<file path="src/rtl/fetch_decode.sv">
// Fetch/decode stage: issues one instruction read per PC, latches the returned
// opcode/operand with a precomputed result-mux select, and waits for a redirect after branches.
module fetch_decode #(
    parameter logic [3:0] RESET_PC = 4'h0,
    parameter logic [3:0] PC_STEP  = 4'h2
) (
    input  logic       clk,
    input  logic       reset,
    output logic [3:0] mem_addr,
    output logic       mem_rd_en,
    input  logic       mem_rvalid,
    input  logic [3:0] mem_opcode,
    input  logic [3:0] mem_data,
    output logic       dec_valid,
    input  logic       dec_ready,
    output logic [3:0] dec_opcode,
    output logic [3:0] dec_data,
    output logic [2:0] dec_sel,
    output logic       dec_branch,
    output logic [3:0] dec_pc,
    input  logic       redirect_valid,
    input  logic [3:0] redirect_pc
);

    typedef enum logic [1:0] {StFetch, StWait, StOut, StRedir} state_e;

    state_e     state_q, state_d;
    logic [3:0] pc_q, pc_d;
    logic [3:0] opcode_q, data_q, dpc_q;
    logic [2:0] sel_q;
    logic       latch_en;

    // Select bits are {X,Y,Z}; computed from the incoming opcode so they register alongside it.
    function automatic logic [2:0] decode_sel(input logic [3:0] op);
        logic x, y, z;
        x = (op[3] | op[2]) & ~op[1] & ~op[0];
        y = (op[3] & op[2] & ~op[1] & ~op[0]) | (~op[3] & ~op[2] & op[1]);
        z = (~op[3] & ~op[2] & op[0]) | (op[3] & ~op[2] & ~op[1] & ~op[0]);
        return {x, y, z};
    endfunction

    assign latch_en = (state_q == StWait) && mem_rvalid;

    always_comb begin
        state_d = state_q;
        pc_d    = pc_q;
        unique case (state_q)
            StFetch: state_d = StWait;
            StWait: begin
                if (mem_rvalid) state_d = StOut;
            end
            StOut: begin
                if (dec_ready) begin
                    if (opcode_q[3]) begin
                        state_d = StRedir;
                    end else begin
                        state_d = StFetch;
                        pc_d    = pc_q + PC_STEP;
                    end
                end
            end
            StRedir: begin
                if (redirect_valid) begin
                    state_d = StFetch;
                    pc_d    = redirect_pc;
                end
            end
            default: state_d = StFetch;
        endcase
    end

    always_ff @(posedge clk) begin
        if (reset) begin
            state_q  <= StFetch;
            pc_q     <= RESET_PC;
            opcode_q <= 4'h0;
            data_q   <= 4'h0;
            sel_q    <= 3'b000;
            dpc_q    <= 4'h0;
        end else begin
            state_q <= state_d;
            pc_q    <= pc_d;
            if (latch_en) begin
                opcode_q <= mem_opcode;
                data_q   <= mem_data;
                sel_q    <= decode_sel(mem_opcode);
                dpc_q    <= pc_q;
            end
        end
    end

    // The read request is suppressed while reset is held even though the state already reads FETCH.
    assign mem_rd_en  = (state_q == StFetch) && !reset;
    assign mem_addr   = pc_q;
    assign dec_valid  = (state_q == StOut);
    assign dec_opcode = opcode_q;
    assign dec_data   = data_q;
    assign dec_sel    = sel_q;
    assign dec_branch = opcode_q[3];
    assign dec_pc     = dpc_q;

endmodule
</file>
<file path="config.mk">
export PLATFORM = sky130hd
export DESIGN_NAME = fetch_decode
export DESIGN_NICKNAME = d
export VERILOG_FILES = /design/src/rtl/fetch_decode.sv
export SDC_FILE = /design/constraint.sdc
export NUM_CORES = 1
export LEC_CHECK = 0
export ABC_AREA = 1
export BUFFER_PORTS_ARGS = -buffer_cell sky130_fd_sc_hd__buf_2
export CAP_MARGIN = 0
export CORE_MARGIN = 5
export CORE_UTILIZATION = 47
export DETAILED_ROUTE_END_ITERATION = 10
export PLACE_DENSITY = 0.87
export RECOVER_POWER = 25
export SLEW_MARGIN = 20
export SYNTH_ARGS = -nofsm -noshare
export SYNTH_HDL_FRONTEND = slang
export SYNTH_SLANG_ARGS = --single-unit
</file>
<file path="constraint.sdc">
create_clock -name clk -period 1.25 [get_ports clk]
set_input_delay 0.25 -clock clk [delete_from_list [all_inputs] [get_ports clk]]
set_output_delay 0.25 -clock clk [all_outputs]
set_load 0.005 [all_outputs]
</file>
==> reports/metrics.csv, run 1 <==
metric,value,unit
status,finished clean,
hpwlAfterDp,1.792,mm
hold_depth,2,
drc,0,
syn_area,1007,sq um
grt.overflow.total,0,
worstMarginPinSlew,0.2432,ns
cts_tree,built,
start_kind,register,
grt_antenna_before_repair,0,
track_usage,14.98,%
worst-endpoint-required,1.00,ns
syn_inst,127,
synth_area_per_cell,7.931,sq um
min_period_over_period,96.61,%
yosysMostFrequentCell,nand2_1,
hold_path_class,in2reg,
cts.path.max_buffers,2,
cap_violations,0,
grt_pass1_wl,3.795,mm
hold_violations,0,
clk_pin_slew,0.11,ns
vias_per_cell,4.913,
placed_cell_area,1212,sq um
io-pin-count,39,
die_y,56.29,um
synth-main-ff-cell,dfxtp_1,
relSlewSlack,83.77,%
synth_top_cell_area_share,41.74,%
gp_congestion,0.7072,
setup_tns,0,ns
h-tree-depth,1,
rsz0062_at_grt,yes,
drtIter0Drc,12,
path_class,reg2out,
row_count,16,
period_needed,1.208,ns
ys_ff_latch,21,
synth_edf_count,0,
grt_max_degree,20,
cts_made_buffers,3,
reg2regPathDepth,6,
ys_types,26,
via_count,963,
regArea,429.2,sq um
synth.largest_area_cell,dfxtp_1,
fin_nets,188,
syn_nets,145,
numClockSinks,21,
fin_area,1282,sq um
ant_nets,0,
p_total,0.001648,W
p_leak,0.6271,nW
area_growth,27.33,%
start_util,50.31,%
ir_drop,0.0009166,V
port_buffers,38,
pre_cts_ws,0.06802,ns
clock-root-buffer,clkbuf_4,
ys_seq_area_share,41.74,%
core,2002,sq um
finalWirelength,2.307,mm
die_area,3169,sq um
multi_input_comb_area,526.8,sq um
wire_per_inst,11.77,um
grt_pass1_vias,869,
netlist_top_cells_count,"nand2_1, dfxtp_1, nor2_1",
insertion_delay,0.30,ns
skew,0.003883,ns
endpoint_kind,output pin,
ys_warn_count,0,
drive_gt1_share,47.34,%
final_max_slew_viol_count,0,
first_pass_iters,6,
antennaDiodeCount,0,
p_per_area,1285,nW/um^2
synth_area_leaders,"dfxtp_1, nand2_1, a21oi_2",
setup_slack,0.04234,ns
crit_fanout,5,
n_fill_cell,191,
die_w,56.29,um
postCtsHoldBufs,0,
postLayoutCoreUtil,64.06,%
clock.fmax,828.0,MHz
async_reset_ff_share,0,%
cp.arrival,0.96,ns
finalSetupViolCount,0,
==> layout make-up <==
class                      count  area share, %
multi-input combinational     92          41.07
sequential                    21          33.46
timing repair buffer          42          17.17
inverter                      10          3.610
tap                           27          2.634
clock buffer                   4          2.049
==> where the power goes <==
part           internal (W)  switching [W]
registers          0.000753      0.0000702
logic              0.000215       0.000284
clock network      0.000124       0.000202
total               0.00109       0.000556
==> cells in the final DEF (no fill, tap or decap) <==
cell type  instances
nor3_2             2
or2_2              2
inv_1              6
nand2_2            7
o21a_1             1
buf_4              4
buf_2             38
clkbuf_4           3
a21oi_2            7
inv_4              1
nand3b_2           1
dfxtp_4            2
o21ai_0            9
inv_6              1
clkbuf_1           1
nand3_4            1
dfxtp_2            1
a21oi_1            9
dfxtp_1           18
nand3_2            2
inv_2              1
ha_2               1
nor2_1             9
nand3_1            4
nand2_1           31
nor2_2             3
nor2_8             1
clkinv_2           1
nor2_4             1
o211ai_1           1
==> kinds of logic after synthesis <==
| kind of cell | share of synthesized area [%] |
|---|---|
| compound gates | 16.52 |
| fa+ha+maj | 1.242 |
| buf+inv | 7.453 |
| flops | 41.74 |
| simple gates | 33.04 |
==> path summary, 6_finish.rpt <==
| check | endpoint | from | slack [ns] |
|---|---|---|---|
| hold / removal | state_q[1] | reset | 0.15 |
| hold reg to reg | dec_data[3] | dec_data[3] | 0.48 |
| setup / recovery | mem_rd_en | state_q[0] | 0.04 |
| setup reg to reg | mem_addr[3] | mem_addr[1] | 0.07 |
==> sequential cells by signal, indices dropped and copies added (netlist names) <==
name / count
dec_data: 4
dec_opcode: 4
dec_pc: 4
dec_sel: 3
mem_addr: 4
state_q: 2
==> what timing repair did <==
action	CTS	global route
resized for setup	6	5
endpoints found under the setup margin	2	3
buffers inserted	2	0
pin swaps	0	2
==> per-layer routing <==
layer | part of all wire [%] | vias to the layer above | global-route usage (%)
li1 | - | 495 | -
met1 | 39 | 440 | 16.62
met2 | 54 | 24 | 27.05
met3 | 5.3 | 4 | 2.982
met4 | 1.6 | 0 | 7.119
met5 | 0 | - | 0
==> per-stage QoR <==
step,instances,hold slack (ns)
after global placement,190,0.4492
final,196,0.1545
after CTS,196,0.1488
after global routing,196,0.1465
after detailed placement,190,0.4560
after floorplan,127,0.3197
==> worst max-delay path, stage by stage, from the launching register on <==
cell and delay (ns):
dfxtp_4 0.39, nor3_2 0.14, buf_2 0.13
Note: power is estimated with default switching activity, not from simulation.
==> inputs of run 2 (changes only) <==
--- a/config.mk
+++ b/config.mk
@@ -8,9 +8,9 @@
 export ABC_AREA = 1
 export BUFFER_PORTS_ARGS = -buffer_cell sky130_fd_sc_hd__buf_2
 export CAP_MARGIN = 0
-export CORE_MARGIN = 5
 export CORE_UTILIZATION = 47
 export DETAILED_ROUTE_END_ITERATION = 10
+export MAX_ROUTING_LAYER = met4
 export PLACE_DENSITY = 0.87
 export RECOVER_POWER = 25
 export SLEW_MARGIN = 20
==> reports/metrics.csv, run 2 (same netlist as run 1, synthesis figures left out) <==
metric,value,unit,change
start_kind,register,,unchanged
min_period_over_period,99.16,%,was 96.61%
clockPowerShare,20.2,%,was 19.8%
relSlewSlack,79.82,%,was 83.77%
switching_share,34.75,%,was 33.72%
endpoint_kind,output pin,,unchanged
path_class,reg2out,,unchanged
critPathSlowestCell,dfxtp_4,,unchanged
drive_gt1_share,44.91,%,was 47.34%
cp_cell_sequence,"nor3_2, buf_2",,unchanged
internal_power,0.001067,W,was 0.001093 W
postCtsSetupBuffers,0,,was 2
crit_fanout,4,,was 5
hold_violations,0,,unchanged
layout_common_cells,"buf_2, nand2_1, dfxtp_1",,unchanged
cp.arrival,0.99,ns,was 0.96 ns
grt_pass1_wl,3.118,mm,was 3.795 mm
die_area,2332,sq um,was 3169 sq um
final_common_cell,buf_2,,unchanged
numClockSinks,21,,unchanged
vias_per_cell,5.052,,was 4.913
finalWirelength,2.314,mm,was 2.307 mm
clk_pin_slew,0.12,ns,was 0.11 ns
insertion_delay,0.31,ns,was 0.30 ns
seq_power_share,50.5,%,was 50.0%
clock.fmax,806.8,MHz,was 828.0 MHz
p_leak,0.5901,nW,was 0.6271 nW
die_y,48.29,um,was 56.29 um
cap_violations,0,,unchanged
critPathMaxStageDelay,0.39,ns,about the same
area_growth,25.84,%,was 27.33%
n_fill_cell,183,,was 191
antennaDiodeCount,0,,unchanged
ant_nets,0,,unchanged
via_count,980,,was 963
status,finished clean,,unchanged
cts_tree,built,,unchanged
port_buffers,38,,unchanged
start_util,50.82,%,was 50.31%
worst-endpoint-required,1.00,ns,about the same
grt.overflow.total,0,,unchanged
power_switching,0.0005685,W,was 0.0005558 W
row_count,16,,unchanged
track_usage,20.46,%,was 14.98%
grt_antenna_before_repair,0,,unchanged
rsz0062_at_grt,yes,,unchanged
die_w,48.29,um,was 56.29 um
clock-root-buffer,clkbuf_4,,unchanged
io-pin-count,39,,unchanged
cts.path.max_buffers,2,,unchanged
cts_made_buffers,3,,unchanged
hpwlAfterDp,1.693,mm,was 1.792 mm
worstMarginPinSlew,0.2996,ns,was 0.2432 ns
setup_slack,0.01048,ns,was 0.04234 ns
fin_nets,186,,was 188
grt_max_degree,20,,unchanged
comb_power_share,29.3,%,was 30.2%
gp_congestion,0.8150,,was 0.7072
final_max_slew_viol_count,0,,unchanged
skew,0.007639,ns,was 0.003883 ns
finalSetupViolCount,0,,unchanged
first_pass_iters,4,,was 6
drc,0,,unchanged
ir_drop,0.0009117,V,was 0.0009166 V
p_per_area,1291,nW/um^2,was 1285 nW/um^2
period_needed,1.240,ns,was 1.208 ns
pre_cts_ws,0.04544,ns,was 0.06802 ns
h-tree-depth,1,,unchanged
grt_pass1_vias,752,,was 869
wire_per_inst,11.93,um,was 11.77 um
core,1982,sq um,was 2002 sq um
setup_tns,0,ns,unchanged
hold_path_class,in2reg,,unchanged
drtIter0Drc,18,,was 12
run 2: worst max-delay path: cells and delay by family, from the launching register on:
| kind | cells | cell delay (ns) |
|---|---|---|
| and+or+nand+nor | 1 | 0.16 |
| DFF | 1 | 0.39 |
| buffers and inverters | 1 | 0.13 |
run 2: path summary, 6_finish.rpt:
| path | endpoint | cells past startpoint | slack [ns] | start |
|---|---|---|---|---|
| worst max-delay path | mem_rd_en | 2 | 0.01 | state_q[1] |
| worst min-delay path | dec_data[1] | 3 | 0.18 | mem_data[1] |
| worst max register to register | mem_addr[1] | 6 | 0.05 | state_q[0] |
| worst min register to register | dec_data[3] | 2 | 0.47 | dec_data[3] |
run 2: per-layer routing:
layer  part of all wire, %  GRT usage [%]
met1                    42          23.17
met2                    51          33.07
met3                   5.2          5.185
met4                   1.6          10.56
met5                     0              -
run 2: area by class of cell:
class | instances | area, sq um | share of cell area (%)
multi-input combinational | 92 | 536.8 | 42.35
sequential | 21 | 429.2 | 33.86
inverter | 10 | 43.79 | 3.455
timing repair buffer | 40 | 196.4 | 15.50
clock inverter | 1 | 5.005 | 0.3949
tap | 27 | 33.78 | 2.665
clock buffer | 3 | 22.52 | 1.777
run 2: per-stage QoR:
stage | area (sq um) | hold WS (ns) | util [%] | cells | total power, W
3_3_place_gp | 1212 | 0.4487 | 61.17 | 190 | 0.001260
3_5_place_dp | 1212 | 0.4542 | 61.17 | 190 | 0.001284
6_report | 1267 | 0.1795 | 63.95 | 194 | 0.001636
2_1_floorplan | 1007 | 0.3197 | - | 127 | 0.001133
5_1_grt | 1267 | 0.1764 | 63.95 | 194 | 0.001730
4_1_cts | 1252 | 0.1792 | 63.19 | 194 | 0.001622
run 2: power by group through the flow:
stage	sequential (W)	clock, W	combinational [W]
floorplan	0.000825	0	0.000308
CTS	0.000818	0.000336	0.000468
global placement	0.000821	0	0.000439
finish	0.000827	0.000330	0.000479
detailed placement	0.000825	0	0.000459
global route	0.000838	0.000359	0.000533
run 2: repair_timing:
item / 4_1_cts / 5_1_grt
gates resized for setup: 5 / 8
hold endpoints to repair: 0 / 0
endpoints found under the setup margin: 2 / 3
pin swaps: 1 / 3
hold buffers: 0 / 0
==> inputs of run 3 (changes only) <==
==> constraint.sdc (replaced) <==
create_clock -name clk -period 1.25 [get_ports clk]
set_input_delay 0.0625 -clock clk [delete_from_list [all_inputs] [get_ports clk]]
set_output_delay 0.0625 -clock clk [all_outputs]
set_load 0.005 [all_outputs]
==> reports/metrics.csv, run 3 (same netlist as run 1, synthesis figures left out) <==
metric,value,unit,change
status,finished clean,,unchanged
p_leak,0.5988,nW,was 0.5901 nW
hpwlAfterDp,1.609,mm,was 1.693 mm
path_class,reg2reg,,was reg2out
clockPowerShare,20.1,%,was 20.2%
ir_drop,0.0008171,V,was 0.0009117 V
h-tree-depth,1,,unchanged
track_usage,20.60,%,was 20.46%
cts_tree,built,,unchanged
relSlewSlack,78.52,%,was 79.82%
start_kind,register,,unchanged
cap_violations,0,,unchanged
start_util,50.82,%,unchanged
clk_pin_slew,0.12,ns,about the same
core,1982,sq um,unchanged
switching_share,33.17,%,was 34.75%
die_area,2332,sq um,unchanged
internal_power,0.001075,W,was 0.001067 W
clock-root-buffer,clkbuf_4,,unchanged
first_pass_iters,4,,unchanged
area_growth,26.83,%,was 25.84%
final_common_cell,nand2_1,,was buf_2
skew,0.009223,ns,was 0.007639 ns
port_buffers,38,,unchanged
endpoint_kind,register,,was output pin
drtIter0Drc,9,,was 18
row_count,16,,unchanged
drc,0,,unchanged
hold_violations,0,,unchanged
die_y,48.29,um,unchanged
whs,0.02146,ns,was 0.1795 ns
n_fill_cell,184,,was 183
setup_tns,0,ns,unchanged
power_switching,0.0005335,W,was 0.0005685 W
antennaDiodeCount,0,,unchanged
finalSetupViolCount,0,,unchanged
regArea,422.9,sq um,was 429.2 sq um
wire_per_inst,10.90,um,was 11.93 um
final_max_slew_viol_count,0,,unchanged
layout_common_cells,"nand2_1, buf_2, dfxtp_1",,"was buf_2, nand2_1, dfxtp_1"
numClockSinks,21,,unchanged
gp_congestion,0.8134,,was 0.8150
min_period_over_period,94.37,%,was 99.16%
grt.overflow.total,0,,unchanged
vias_per_cell,4.774,,was 5.052
crit_fanout,2,,was 4
worst-endpoint-required,1.45,ns,was 1.00 ns
grt_pass1_wl,3.194,mm,was 3.118 mm
insertion_delay,0.30,ns,was 0.31 ns
io-pin-count,39,,unchanged
cts_made_buffers,3,,unchanged
cp.arrival,1.38,ns,was 0.99 ns
period_needed,1.180,ns,was 1.240 ns
hold_path_class,in2reg,,unchanged
worstMarginPinSlew,0.3222,ns,was 0.2996 ns
seq_power_share,50.5,%,about the same
via_count,950,,was 980
grt_pass1_vias,765,,was 752
placed_cell_area,1212,sq um,unchanged
die_w,48.29,um,unchanged
fin_area,1277,sq um,was 1267 sq um
p_per_area,1259,nW/um^2,was 1291 nW/um^2
ant_nets,0,,unchanged
drive_gt1_share,38.37,%,was 44.91%
grt_antenna_before_repair,0,,unchanged
clock.fmax,847.7,MHz,was 806.8 MHz
cts.path.max_buffers,2,,unchanged
finalWirelength,2.170,mm,was 2.314 mm
multi_input_comb_area,511.7,sq um,was 536.8 sq um
comb_power_share,29.3,%,about the same
grt_max_degree,20,,unchanged
fin_nets,191,,was 186
-- run 3: cell types whose count changed in the layout (fill, tap and decap cells not counted), moves of 2 or more --
cell	previous run	this run
buf_2	31	29
dfxtp_4	2	0
nor2_1	8	10
dlygate4sd3_1	0	4
clkbuf_1	7	10
-- run 3: power by group through the flow --
stage / clock network, W / registers, W / logic (W)
after floorplan: 0 / 0.000825 / 0.000308
after global routing: 0.000358 / 0.000823 / 0.000537
after global placement: 0 / 0.000820 / 0.000444
after detailed placement: 0 / 0.000826 / 0.000459
after CTS: 0.000330 / 0.000811 / 0.000472
final: 0.000324 / 0.000813 / 0.000472
-- run 3: area by class of cell --
type	count	share of cell area (%)
Tap cell	27	2.644
Multi-Input combinational cell	92	40.06
Sequential cell	21	33.10
Timing Repair Buffer	45	18.90
Inverter	10	3.232
Clock buffer	4	2.057
-- run 3: metrics by stage --
| stage | setup WS [ns] | util [%] | power [W] | instances |
|---|---|---|---|---|
| floorplan | 0.1087 | - | 0.001133 | 127 |
| global placement | 0.1106 | 61.17 | 0.001264 | 190 |
| detailed placement | 0.05907 | 61.17 | 0.001285 | 190 |
| CTS | 0.04651 | 64.52 | 0.001613 | 198 |
| global route | -0.002212 | 64.46 | 0.001718 | 199 |
| finish | 0.07032 | 64.46 | 0.001608 | 199 |
-- run 3: final timing paths --
kind / cells past startpoint / startpoint / end / slack [ns]
setup / recovery: 6 / mem_addr[1] / mem_addr[3] / 0.07
setup reg to reg: 6 / mem_addr[1] / mem_addr[3] / 0.07
hold reg to reg: 2 / dec_data[3] / dec_data[3] / 0.47
hold / removal: 3 / mem_opcode[0] / dec_opcode[0] / 0.02
-- run 3: layer usage --
| metal | global-route usage [%] | part of all wire, % | vias to the layer above |
|---|---|---|---|
| met4 | 5.556 | 1.1 | 0 |
| met1 | 22.43 | 42 | 427 |
| met3 | 4.815 | 3.7 | 4 |
| li1 | - | - | 498 |
| met2 | 37.07 | 53 | 21 |
| met5 | - | 0 | - |
-- run 3: critical path, stage by stage, from the launching register on --
cell and delay [ns]:
dfxtp_2 0.34, ha_1 0.20, or2_2 0.27, nand3_1 0.07, nand2_1 0.05, nor2_1 0.11, nor2_2 0.05
-- run 3: what timing repair did --
item                                    in CTS  in global routing
setup buffers                                0                  1
resized for setup                            0                  2
endpoints found under the hold margin        4                  0
hold buffers                                 4                  0
endpoints found under the setup margin       0                  4
